### src/rtl/riscv_pkg.sv
// riscv_pkg: shared definitions for the load/store path of the core.
// Holds the RV32I load/store funct3 codes, the LSU FSM state type and
// two decode helpers that classify an incoming memory operation.
package riscv_pkg;

  // RV32I load width/sign codes
  localparam logic [2:0] F3_LB  = 3'b000;
  localparam logic [2:0] F3_LH  = 3'b001;
  localparam logic [2:0] F3_LW  = 3'b010;
  localparam logic [2:0] F3_LBU = 3'b100;
  localparam logic [2:0] F3_LHU = 3'b101;

  // RV32I store width codes
  localparam logic [2:0] F3_SB  = 3'b000;
  localparam logic [2:0] F3_SH  = 3'b001;
  localparam logic [2:0] F3_SW  = 3'b010;

  typedef enum logic [1:0] {
    IDLE = 2'd0,
    REQ  = 2'd1,
    WAIT = 2'd2
  } lsu_state_t;

  // True when exactly one direction is set and funct3 names a width that
  // the direction supports.
  function automatic logic lsu_op_legal(input logic       is_load,
                                        input logic       is_store,
                                        input logic [2:0] f3);
    logic ok;
    ok = 1'b0;
    if (is_load && !is_store) begin
      case (f3)
        F3_LB, F3_LH, F3_LW, F3_LBU, F3_LHU: ok = 1'b1;
        default:                             ok = 1'b0;
      endcase
    end else if (is_store && !is_load) begin
      case (f3)
        F3_SB, F3_SH, F3_SW: ok = 1'b1;
        default:             ok = 1'b0;
      endcase
    end else begin
      ok = 1'b0;
    end
    return ok;
  endfunction

  // funct3[1:0] encodes the access size for every legal code, so natural
  // alignment only needs the low address bits against that size.
  function automatic logic lsu_op_aligned(input logic [2:0] f3,
                                          input logic [1:0] addr_lo);
    logic ok;
    case (f3[1:0])
      2'b01:   ok = (addr_lo[0] == 1'b0);
      2'b10:   ok = (addr_lo == 2'b00);
      default: ok = 1'b1;
    endcase
    return ok;
  endfunction

endpackage

### src/rtl/load_align.sv
// load_align: combinational load data extraction.
// Picks the addressed byte/halfword out of the returned memory word and
// sign- or zero-extends it according to funct3; LW passes the word through.
// Ports:
//   rdata_i   - raw word returned by data memory
//   addr_lo_i - low two bits of the effective address
//   funct3_i  - load width/sign code
//   data_o    - extended load result
module load_align
  import riscv_pkg::*;
#(
  parameter int XLEN = 32
) (
  input  logic [XLEN-1:0] rdata_i,
  input  logic [1:0]      addr_lo_i,
  input  logic [2:0]      funct3_i,
  output logic [XLEN-1:0] data_o
);

  logic [7:0]  byte_s;
  logic [15:0] half_s;

  assign byte_s = rdata_i[{addr_lo_i, 3'b000} +: 8];
  assign half_s = rdata_i[{addr_lo_i[1], 4'b0000} +: 16];

  always_comb begin
    data_o = rdata_i;
    case (funct3_i)
      F3_LB:   data_o = {{(XLEN-8){byte_s[7]}}, byte_s};
      F3_LBU:  data_o = {{(XLEN-8){1'b0}}, byte_s};
      F3_LH:   data_o = {{(XLEN-16){half_s[15]}}, half_s};
      F3_LHU:  data_o = {{(XLEN-16){1'b0}}, half_s};
      F3_LW:   data_o = rdata_i;
      default: data_o = rdata_i;
    endcase
  end

endmodule

### src/rtl/load_store_unit.sv
// load_store_unit: execute-to-memory stage.
// Accepts one load/store from execute, rejects illegal or misaligned ops
// locally with an error completion, otherwise runs a req/gnt/rvalid
// transaction on the data memory port and returns extended load data.
// Ports:
//   ex_*    - operation handshake from execute (valid/ready, direction,
//             funct3, effective address, store data)
//   done    - one-cycle completion pulse; rdata valid for loads, err/err_addr
//             valid for rejected ops
//   dmem_*  - data memory request/grant/response interface
module load_store_unit
  import riscv_pkg::*;
#(
  parameter int XLEN = 32
) (
  input  logic            clk,
  input  logic            rst,
  input  logic            ex_valid,
  output logic            ex_ready,
  input  logic            ex_load,
  input  logic            ex_store,
  input  logic [2:0]      ex_funct3,
  input  logic [XLEN-1:0] ex_addr,
  input  logic [XLEN-1:0] ex_wdata,
  output logic            done,
  output logic [XLEN-1:0] rdata,
  output logic            err,
  output logic [XLEN-1:0] err_addr,
  output logic            dmem_req,
  output logic            dmem_we,
  output logic [XLEN-1:0] dmem_addr,
  output logic [XLEN-1:0] dmem_wdata,
  output logic [3:0]      dmem_be,
  input  logic            dmem_gnt,
  input  logic            dmem_rvalid,
  input  logic [XLEN-1:0] dmem_rdata
);

  lsu_state_t      state_q;
  logic [1:0]      addr_lo_q;
  logic [2:0]      funct3_q;
  logic            is_load_q;
  logic            done_q;
  logic            err_q;
  logic [XLEN-1:0] rdata_q;
  logic [XLEN-1:0] err_addr_q;
  logic            dmem_req_q;
  logic            dmem_we_q;
  logic [XLEN-1:0] dmem_addr_q;
  logic [XLEN-1:0] dmem_wdata_q;
  logic [3:0]      dmem_be_q;

  logic            op_ok_s;
  logic [3:0]      be_d;
  logic [XLEN-1:0] wdata_d;
  logic [XLEN-1:0] load_data_s;

  assign op_ok_s = lsu_op_legal(ex_load, ex_store, ex_funct3) &&
                   lsu_op_aligned(ex_funct3, ex_addr[1:0]);

  // Store lane steering: data is replicated across lanes so memory only has
  // to honour the byte enables. Loads always fetch the full word.
  always_comb begin
    be_d    = 4'b1111;
    wdata_d = {XLEN{1'b0}};
    if (ex_store) begin
      case (ex_funct3)
        F3_SB: begin
          be_d    = 4'b0001 << ex_addr[1:0];
          wdata_d = {4{ex_wdata[7:0]}};
        end
        F3_SH: begin
          be_d    = ex_addr[1] ? 4'b1100 : 4'b0011;
          wdata_d = {2{ex_wdata[15:0]}};
        end
        F3_SW: begin
          be_d    = 4'b1111;
          wdata_d = ex_wdata;
        end
        default: begin
          be_d    = 4'b1111;
          wdata_d = ex_wdata;
        end
      endcase
    end else begin
      be_d    = 4'b1111;
      wdata_d = {XLEN{1'b0}};
    end
  end

  load_align #(.XLEN(XLEN)) u_load_align (
    .rdata_i   (dmem_rdata),
    .addr_lo_i (addr_lo_q),
    .funct3_i  (funct3_q),
    .data_o    (load_data_s)
  );

  // Transaction FSM with registered memory-side and completion outputs.
  // done/err are single-cycle pulses; rdata/err_addr hold between completions.
  always_ff @(posedge clk) begin
    if (rst) begin
      state_q      <= IDLE;
      addr_lo_q    <= 2'b00;
      funct3_q     <= 3'b000;
      is_load_q    <= 1'b0;
      done_q       <= 1'b0;
      err_q        <= 1'b0;
      rdata_q      <= {XLEN{1'b0}};
      err_addr_q   <= {XLEN{1'b0}};
      dmem_req_q   <= 1'b0;
      dmem_we_q    <= 1'b0;
      dmem_addr_q  <= {XLEN{1'b0}};
      dmem_wdata_q <= {XLEN{1'b0}};
      dmem_be_q    <= 4'b0000;
    end else begin
      done_q <= 1'b0;
      err_q  <= 1'b0;
      case (state_q)
        IDLE: begin
          if (ex_valid) begin
            addr_lo_q <= ex_addr[1:0];
            funct3_q  <= ex_funct3;
            is_load_q <= ex_load;
            if (op_ok_s) begin
              state_q      <= REQ;
              dmem_req_q   <= 1'b1;
              dmem_we_q    <= ex_store;
              dmem_addr_q  <= {ex_addr[XLEN-1:2], 2'b00};
              dmem_wdata_q <= wdata_d;
              dmem_be_q    <= be_d;
            end else begin
              // Rejected locally: memory never sees it.
              done_q     <= 1'b1;
              err_q      <= 1'b1;
              err_addr_q <= ex_addr;
            end
          end
        end
        REQ: begin
          if (dmem_gnt) begin
            dmem_req_q <= 1'b0;
            dmem_we_q  <= 1'b0;
            if (is_load_q) begin
              state_q <= WAIT;
            end else begin
              state_q <= IDLE;
              done_q  <= 1'b1;
            end
          end
        end
        WAIT: begin
          if (dmem_rvalid) begin
            state_q <= IDLE;
            done_q  <= 1'b1;
            rdata_q <= load_data_s;
          end
        end
        default: state_q <= IDLE;
      endcase
    end
  end

  assign ex_ready   = (state_q == IDLE);
  assign done       = done_q;
  assign err        = err_q;
  assign rdata      = rdata_q;
  assign err_addr   = err_addr_q;
  assign dmem_req   = dmem_req_q;
  assign dmem_we    = dmem_we_q;
  assign dmem_addr  = dmem_addr_q;
  assign dmem_wdata = dmem_wdata_q;
  assign dmem_be    = dmem_be_q;

endmodule

### config.mk
export PLATFORM = sky130hd
export DESIGN_NAME = load_store_unit
export DESIGN_NICKNAME = d
export VERILOG_FILES = /design/src/rtl/riscv_pkg.sv /design/src/rtl/load_align.sv /design/src/rtl/load_store_unit.sv
export SDC_FILE = /design/constraint.sdc
export NUM_CORES = 1
export LEC_CHECK = 0
export ABC_CLOCK_PERIOD_IN_PS = 3150
export CAP_MARGIN = 5
export CORE_MARGIN = 2
export CORE_UTILIZATION = 30
export DETAILED_ROUTE_END_ITERATION = 8
export SLEW_MARGIN = 20
export SYNTH_ARGS = -nofsm -noshare
export SYNTH_HDL_FRONTEND = slang
export SYNTH_SLANG_ARGS = --single-unit
### constraint.sdc
create_clock -name clk -period 3.15 [get_ports clk]
set_clock_uncertainty 0.15 [all_clocks]
set_input_delay 0.315 -clock clk [delete_from_list [all_inputs] [get_ports clk]]
set_output_delay 0.315 -clock clk [all_outputs]
set_load 0.05 [all_outputs]
==> results of run 1 <==
tightest hold or removal path, stage by stage, from the launching register on:
cell	delay, ps
dfxtp_1	310
nand2_1	50
a21oi_1	50
worst max path at each step:
stage                              from                          to  slack, ps
6_report       funct3_q[0]$_SDFFE_PP0P_      rdata[13]$_SDFFE_PP0P_        790
5_1_grt        funct3_q[0]$_SDFFE_PP0P_      rdata[10]$_SDFFE_PP0P_        590
4_1_cts        funct3_q[0]$_SDFFE_PP0P_      rdata[13]$_SDFFE_PP0P_        780
3_5_place_dp               ex_funct3[0]    err_addr[9]$_SDFFE_PP0P_        410
3_3_place_gp               ex_funct3[0]  dmem_addr[31]$_SDFFE_PP0P_        440
2_1_floorplan              ex_funct3[1]  dmem_addr[10]$_SDFFE_PP0P_       1100
registers in the layout, indices dropped and copies added, names as in the netlist:
signal      cells
addr_lo_q       2
dmem_addr      30
dmem_be         4
dmem_req        1
dmem_wdata     32
dmem_we         1
done            1
err             1
err_addr       32
funct3_q        3
is_load_q       1
rdata          32
state_q         2
area by class of cell:
| class | count | area [um2] | share of cell area |
|---|---|---|---|
| Multi-Input combinational cell | 646 | 3840 | 0.374 |
| Sequential cell | 142 | 2840 | 0.277 |
| Timing Repair Buffer | 263 | 2610 | 0.254 |
| Clock buffer | 18 | 429 | 0.0418 |
| Tap cell | 319 | 399 | 0.0389 |
| Clock inverter | 14 | 120 | 0.0117 |
| Inverter | 7 | 26.3 | 0.00256 |
| Antenna cell | 1 | 2.50 | 0.000244 |
kinds of logic (layout without fill, tap and decap cells):
| logic type | count (synthesis) | after routing |
|---|---|---|
| AO/OA/AOI/OAI | 304 | 304 |
| AND/OR/NAND/NOR | 323 | 323 |
| flip-flops | 142 | 142 |
| buffers and inverters | 104 | 302 |
| adder cells (fa/ha/maj) | 3 | 3 |
| multiplexers | 14 | 14 |
| other | 1 | 3 |
metrics by stage:
| step | area, um2 | power, W | util |
|---|---|---|---|
| 5_1_grt | 10300 | 0.00513 | 0.439 |
| 2_1_floorplan | 7130 | 0.00260 | - |
| 4_1_cts | 10300 | 0.00497 | 0.439 |
| 3_5_place_dp | 9720 | 0.00302 | 0.415 |
| 6_report | 10300 | 0.00492 | 0.439 |
| 3_3_place_gp | 9720 | 0.00302 | 0.415 |
layer usage:
metal  up-vias  GRT usage
li1       3610          -
met1      3445      0.254
met2       274      0.325
met3        21     0.0775
met4         2     0.0536
met5         -          0
power by group:
| part | internal [W] | switching [W] | leakage, nW |
|---|---|---|---|
| Combinational | 0.000395 | 0.000668 | 2.12 |
| Clock | 0.00108 | 0.000846 | 0.262 |
| Sequential | 0.00187 | 0.0000507 | 1.15 |
cell usage after synthesis (3+ instances only):
master | n | share of area
a211oi_1 | 8 | 0.0084
a21o_1 | 9 | 0.0095
a21oi_1 | 106 | 0.074
a31o_2 | 35 | 0.043
a32oi_1 | 8 | 0.0098
and2_1 | 6 | 0.0053
buf_1 | 3 | 0.0016
buf_2 | 19 | 0.013
buf_6 | 5 | 0.0079
clkbuf_1 | 68 | 0.036
dfxtp_1 | 142 | 0.40
ha_1 | 3 | 0.0053
inv_1 | 7 | 0.0037
mux2_2 | 11 | 0.017
mux2i_1 | 3 | 0.0042
nand2_1 | 62 | 0.033
nand2b_1 | 66 | 0.058
nand3_1 | 5 | 0.0035
nand3b_1 | 9 | 0.0095
nand4_1 | 16 | 0.014
nor2_1 | 88 | 0.046
nor2b_1 | 9 | 0.0079
nor3_1 | 44 | 0.031
nor3b_1 | 5 | 0.0053
o211ai_1 | 16 | 0.017
o21ai_0 | 54 | 0.038
o221ai_1 | 4 | 0.0049
o311ai_0 | 26 | 0.032
o311ai_1 | 6 | 0.0074
o31ai_1 | 17 | 0.018
==> metrics.md, run 1 <==
| Metric | Value |
|---|---|
| Reg2reg end | `rdata[13]$_SDFFE_PP0P_` |
| Antenna Nets Post-Route | `0` |
| Post-synthesis compound-gate area fraction | `0.281` |
| Hold-critical path depth | `2` |
| R2R setup slack | `790 ps` |
| Clock root buffer | `clkbuf_16` |
| Layout cells sized above 1 | `0.102` |
| Antenna violations before repair | `2` |
| Detail Route met2 WL | `11800 um` |
| Total die area | `0.0250 mm2` |
| Worst EP arrival | `2490 ps` |
| Clk_lat worst skew | `430 ps` |
| Distinct cells, synth | `53` |
| Vias/cell | `5.21` |
| Post-Route WL | `25400 um` |
| Max Clk Rate | `424 MHz` |
| Worst-path clk slew | `60 ps` |
| Syn-to-layout area delta | `44.1%` |
| Seq/Total Area, Yosys | `0.399` |
| Hold Violations, Final | `0` |
| Gr usage total | `0.202` |
| Resized cells post-CTS | `0` |
| CTS Hold Bufs | `0` |
| Startpoint types | `flip-flop` |
| Critical Path Stages | `4` |
| Critical path buffers and inverters | `0` |
| Synth Register Bits | `142` |
| CP Data Required Time | `3280 ps` |
| Synth async-reset ratio | `0` |
| Slowest stage cell, crit path | `dfxtp_1` |
| Clock sinks | `142` |
| First DRT Iteration DRCs | `506` |
| Worst hold path class | `flip-flop to flip-flop` |
| First-pass GRT wire length | `39300 um` |
| Setup Slack @ Placement | `412 ps` |
| Worst slew pin tran | `783 ps` |
| TNS Setup | `0 ps` |
| Pins Over Slew Limit | `0` |
| CP endpoint kind | `flip-flop` |
| FILL cells | `2405` |
| Tmin final | `2360 ps` |
| TritonCTS Buffers | `17` |
| WHS | `307 ps` |
| Top routing layer in use | `met5` |
| Hold path start | `funct3_q[2]$_SDFFE_PP0P_` |
| Worst Hold Endpoint | `funct3_q[2]$_SDFFE_PP0P_` |
| Synth Area in XOR/XNOR | `0` |
| Overflow after GRT | `0` |
| Cell Area, Synth | `0.00713 mm2` |
| EDFF count, synth | `0` |
| DRT Pass-1 Iters | `6` |
| Placed Instances | `1377` |
| Crit-path cells | `nand2b_1 -> o22ai_1 -> a21boi_1 -> a211oi_1` |
| Core ar. | `0.0234 mm2` |
| Critical path type | `flip-flop to flip-flop` |
| Vias | `7352` |
| Final net count | `1186` |
| Crit path max-delay family | `compound AO/OA/AOI/OAI gates` |
| Predominant post-synthesis flop cell | `dfxtp_1` |
| Post-synthesis adder-cell area fraction | `0.00527` |
| Leak | `3.53 nW` |
| Postcts setup bufs | `0` |
| Placer Congestion | `0.846` |
| RSZ-0062 raised after global routing | `no` |
| WL/cell | `18.0 um` |
| Largest family of logic cells by synthesized area | `compound AO/OA/AOI/OAI gates` |
| Syn Area/Cell | `8.00 um2` |
| Number of global-route vias before repair | `7059` |
| Worst rel slew slack | `0.477` |
| Number of remaining DRC errors | `0` |
| DPL Wire Length | `17400 um` |
| Mux share of post-synthesis cell area | `0.0216` |
| Worst ir drop on vdd | `316 uV` |
| H-tree lvl count | `4` |
| Reg-to-Reg Start | `funct3_q[0]$_SDFFE_PP0P_` |
| CTS tree | `yes` |
| Power per cell area | `479 mW/mm2` |
| Most common cell after layout, fill and taps aside | `clkdlybuf4s50_1` |
| Worst reg2reg path depth | `4` |
| Worst setup margin | `790 ps` |
| Crit share post-route | `0.749` |
| Worst Path Max Fanout | `16` |
| Yosys warnings | `0` |
| Row cnt | `56` |
| Clk buf depth | `2` |
| Largest stage delay, worst path | `680 ps` |
| Largest net degree at the start of global routing | `111` |
| Most frequent cells in the layout | `clkdlybuf4s50_1 (239), dfxtp_1 (142), a21oi_1 (106)` |
| Initial Util | `0.304` |
| Status | `finished clean` |
| Max_cap viols | `0` |
| Die Wd | `158 um` |
| Fin cells | `1410` |
| Final-report setup violation count | `0` |
| Die height | `158 um` |
| Port Buffers | `240` |
| Met3 WL post-DR | `2330 um` |
| Cells after Synth | `891` |
| Simple-Gate Fraction of Synth Area | `0.228` |
| I/O Pins | `243` |
| Met1 wire length | `10900 um` |
(Power assumes the default switching activity.)
==> inputs of run 2 (changes only) <==
--- a/config.mk
+++ b/config.mk
@@ -5,7 +5,7 @@
 export SDC_FILE = /design/constraint.sdc
 export NUM_CORES = 1
 export LEC_CHECK = 0
-export ABC_CLOCK_PERIOD_IN_PS = 3150
+export ABC_CLOCK_PERIOD_IN_PS = 2050
 export CAP_MARGIN = 5
 export CORE_MARGIN = 2
 export CORE_UTILIZATION = 30
==> constraint.sdc (replaced) <==
create_clock -name clk -period 2.05 [get_ports clk]
set_clock_uncertainty 0.15 [all_clocks]
set_input_delay 0.205 -clock clk [delete_from_list [all_inputs] [get_ports clk]]
set_output_delay 0.205 -clock clk [all_outputs]
set_load 0.05 [all_outputs]
==> run 2 against run 1 <==
Effect of this change:
- register-to-register slack worse by 520 ps
- clock power rose by 66%
- final area rose by 5.6%
- critical path depth up 4
- via count increased by 3.2%
- critical endpoint is now dmem_addr[16]$_SDFFE_PP0P_
- largest power group unchanged
==> metrics.md, run 2 (synthesis results as in run 1) <==
| Metric | Value |
|---|---|
| CTS Hold Bufs | `0 (unchanged)` |
| CTS tree | `yes` |
| Status | `finished clean` |
| First-pass GRT wire length | `39700 um (+1.0%)` |
| Max Clk Rate | `500 MHz` |
| Busiest layer in global routing | `met2` |
| Row cnt | `56 (unchanged)` |
| Final net count | `1230 (+3.7%)` |
| Setup Slack @ Placement | `-498 ps (-910 ps)` |
| Worst Path Max Fanout | `22 (+6)` |
| H-tree lvl count | `4 (unchanged)` |
| Crit share post-route | `0.976` |
| DPL Wire Length | `18200 um (+4.3%)` |
| Clock root buffer | `clkbuf_16` |
| Worst EP arrival | `2160 ps (-330 ps)` |
| I/O Pins | `243 (unchanged)` |
| Crit path max-delay family | `buffers and inverters` |
| Core ar. | `0.0234 mm2 (unchanged)` |
| Power per cell area | `734 mW/mm2 (+53%)` |
| Port Buffers | `240 (unchanged)` |
| Largest net degree at the start of global routing | `65 (-41%)` |
| CP endpoint kind | `flip-flop` |
| Worst ir drop on vdd | `510 uV (+61%)` |
| Number of global-route vias before repair | `7328 (+3.8%)` |
| GR Util met1 | `0.248 (-0.00623)` |
| Vias/cell | `5.22 (about the same)` |
| Most common cell after layout, fill and taps aside | `clkdlybuf4s50_1` |
| WL/cell | `17.9 um (-0.67%)` |
| CP Data Required Time | `2200 ps (-1080 ps)` |
| Tmin final | `2000 ps` |
| Leak | `3.85 nW (+8.9%)` |
| Antenna Nets Post-Route | `0 (unchanged)` |
| Met2 usage | `0.327 (+0.00104)` |
| Pins Over Slew Limit | `0 (unchanged)` |
| Worst hold path class | `input port to flip-flop` |
| Most frequent cells in the layout | `clkdlybuf4s50_1 (236), dfxtp_1 (142), a21oi_1 (105)` |
| Max_cap viols | `0 (unchanged)` |
| Worst setup margin | `49.1 ps (-741 ps)` |
| Critical path type | `input port to flip-flop` |
| Post-Route WL | `26000 um (+2.4%)` |
| Placer Congestion | `0.839 (-0.77%)` |
| TritonCTS Buffers | `17 (unchanged)` |
| Antenna violations before repair | `2 (unchanged)` |
| Total die area | `0.0250 mm2 (unchanged)` |
| M3 GR Usage | `0.0824 (+0.00493)` |
| RSZ-0062 raised after global routing | `yes` |
| Clk_lat worst skew | `410 ps (-20 ps)` |
| Final Core Density | `0.463 (+0.0245)` |
| Worst-path clk slew | `60 ps (about the same)` |
| Clk buf depth | `2 (unchanged)` |
| Final-report setup violation count | `0 (unchanged)` |
| Slowest stage cell, crit path | `clkdlybuf4s50_1` |
| DRT Pass-1 Iters | `4 (-2)` |
| Die height | `158 um (unchanged)` |
| Number of remaining DRC errors | `0 (unchanged)` |
| Overflow after GRT | `0 (unchanged)` |
| Die Wd | `158 um (unchanged)` |
| Worst rel slew slack | `0.600 (+0.123)` |
| Startpoint types | `input port` |
| Crit-path cells | `clkdlybuf4s50_1 -> inv_1 -> ha_1 -> or3b_4 -> a31oi_4 -> nand2_2 -> buf_12 -> a31o_2` |
| First DRT Iteration DRCs | `431 (-15%)` |
| Worst slew pin tran | `598 ps (-185 ps)` |
| Clock sinks | `142 (unchanged)` |
| Initial Util | `0.304 (unchanged)` |
| Gr usage total | `0.203 (+0.000475)` |
| Largest stage delay, worst path | `450 ps (-230 ps)` |
| Syn-to-layout area delta | `52.2%` |
| Hold Violations, Final | `0 (unchanged)` |
| Layout cells sized above 1 | `0.147 (+0.0456)` |
| Vias | `7589 (+3.2%)` |
| Critical path buffers and inverters | `3 (+3)` |
[run 2: changes by cell type in the layout (fill, tap and decap cells not counted), sizes merged, moves of 2 or more]
| cell | previous run | this run |
|---|---|---|
| clkinv | 7 | 2 |
| bufinv | 1 | 3 |
| buf | 24 | 70 |
| clkdlybuf4s50 | 239 | 236 |
[run 2: power breakdown]
part / internal [W] / switching, W / total [W]
Clock: 0.00191 / 0.00129 / 0.00320
Combinational: 0.000720 / 0.00109 / 0.00181
Sequential: 0.00288 / 0.0000684 / 0.00295
[run 2: worst paths after layout]
path | startpoint | end | slack, ps | cells after the start
min | rst | state_q[0]$_SDFFE_PP0P_ | 140 | 3
max | ex_funct3[0] | dmem_addr[16]$_SDFFE_PP0P_ | 50 | 8
min reg2reg | dmem_req$_SDFFE_PP0P_ | dmem_req$_SDFFE_PP0P_ | 300 | 2
max reg2reg | state_q[1]$_SDFFE_PP0P_ | dmem_addr[16]$_SDFFE_PP0P_ | 270 | 5
[run 2: routing by layer]
metal | up-vias | wire length, um
met5 | - | 13
met4 | 2 | 571
met3 | 34 | 2450
met2 | 264 | 12100
met1 | 3597 | 10900
li1 | 3692 | -
[run 2: repair_timing]
item / CTS / global route
buffers inserted: 0 / 0
resized for setup: 1 / 27
cloned: 0 / 1
endpoints found under the setup margin: 2 / 82
pin swaps: 1 / 2
[run 2: worst register-to-register path: stages, from the launching register on]
cell     delay, ps
dfxtp_1        310
or3b_4         440
a31oi_4        180
nand2_2        130
buf_12         190
a31o_2         270
[run 2: cell type report]
class                      instances  area, um2
clock inverter                    13        164
fill                            2370      12600
antenna                            2       5.00
multi-input combinational        646       3900
tap                              319        399
inverter                           7       26.3
sequential                       142       2840
clock buffer                      18        429
timing repair buffer             307       3070
[run 2: through the flow]
stage          total power (W)  cell area [um2]  hold WS [ps]  std cells  TNS (ps)
4_1_cts                0.00798            10800           128       1451         0
3_5_place_dp           0.00476            10200           300       1420    -36070
6_report               0.00795            10800           140       1454         0
3_3_place_gp           0.00475            10200           297       1420    -32010
5_1_grt                0.00827            10800           159       1452      -175
2_1_floorplan          0.00400             7130           191        892         0
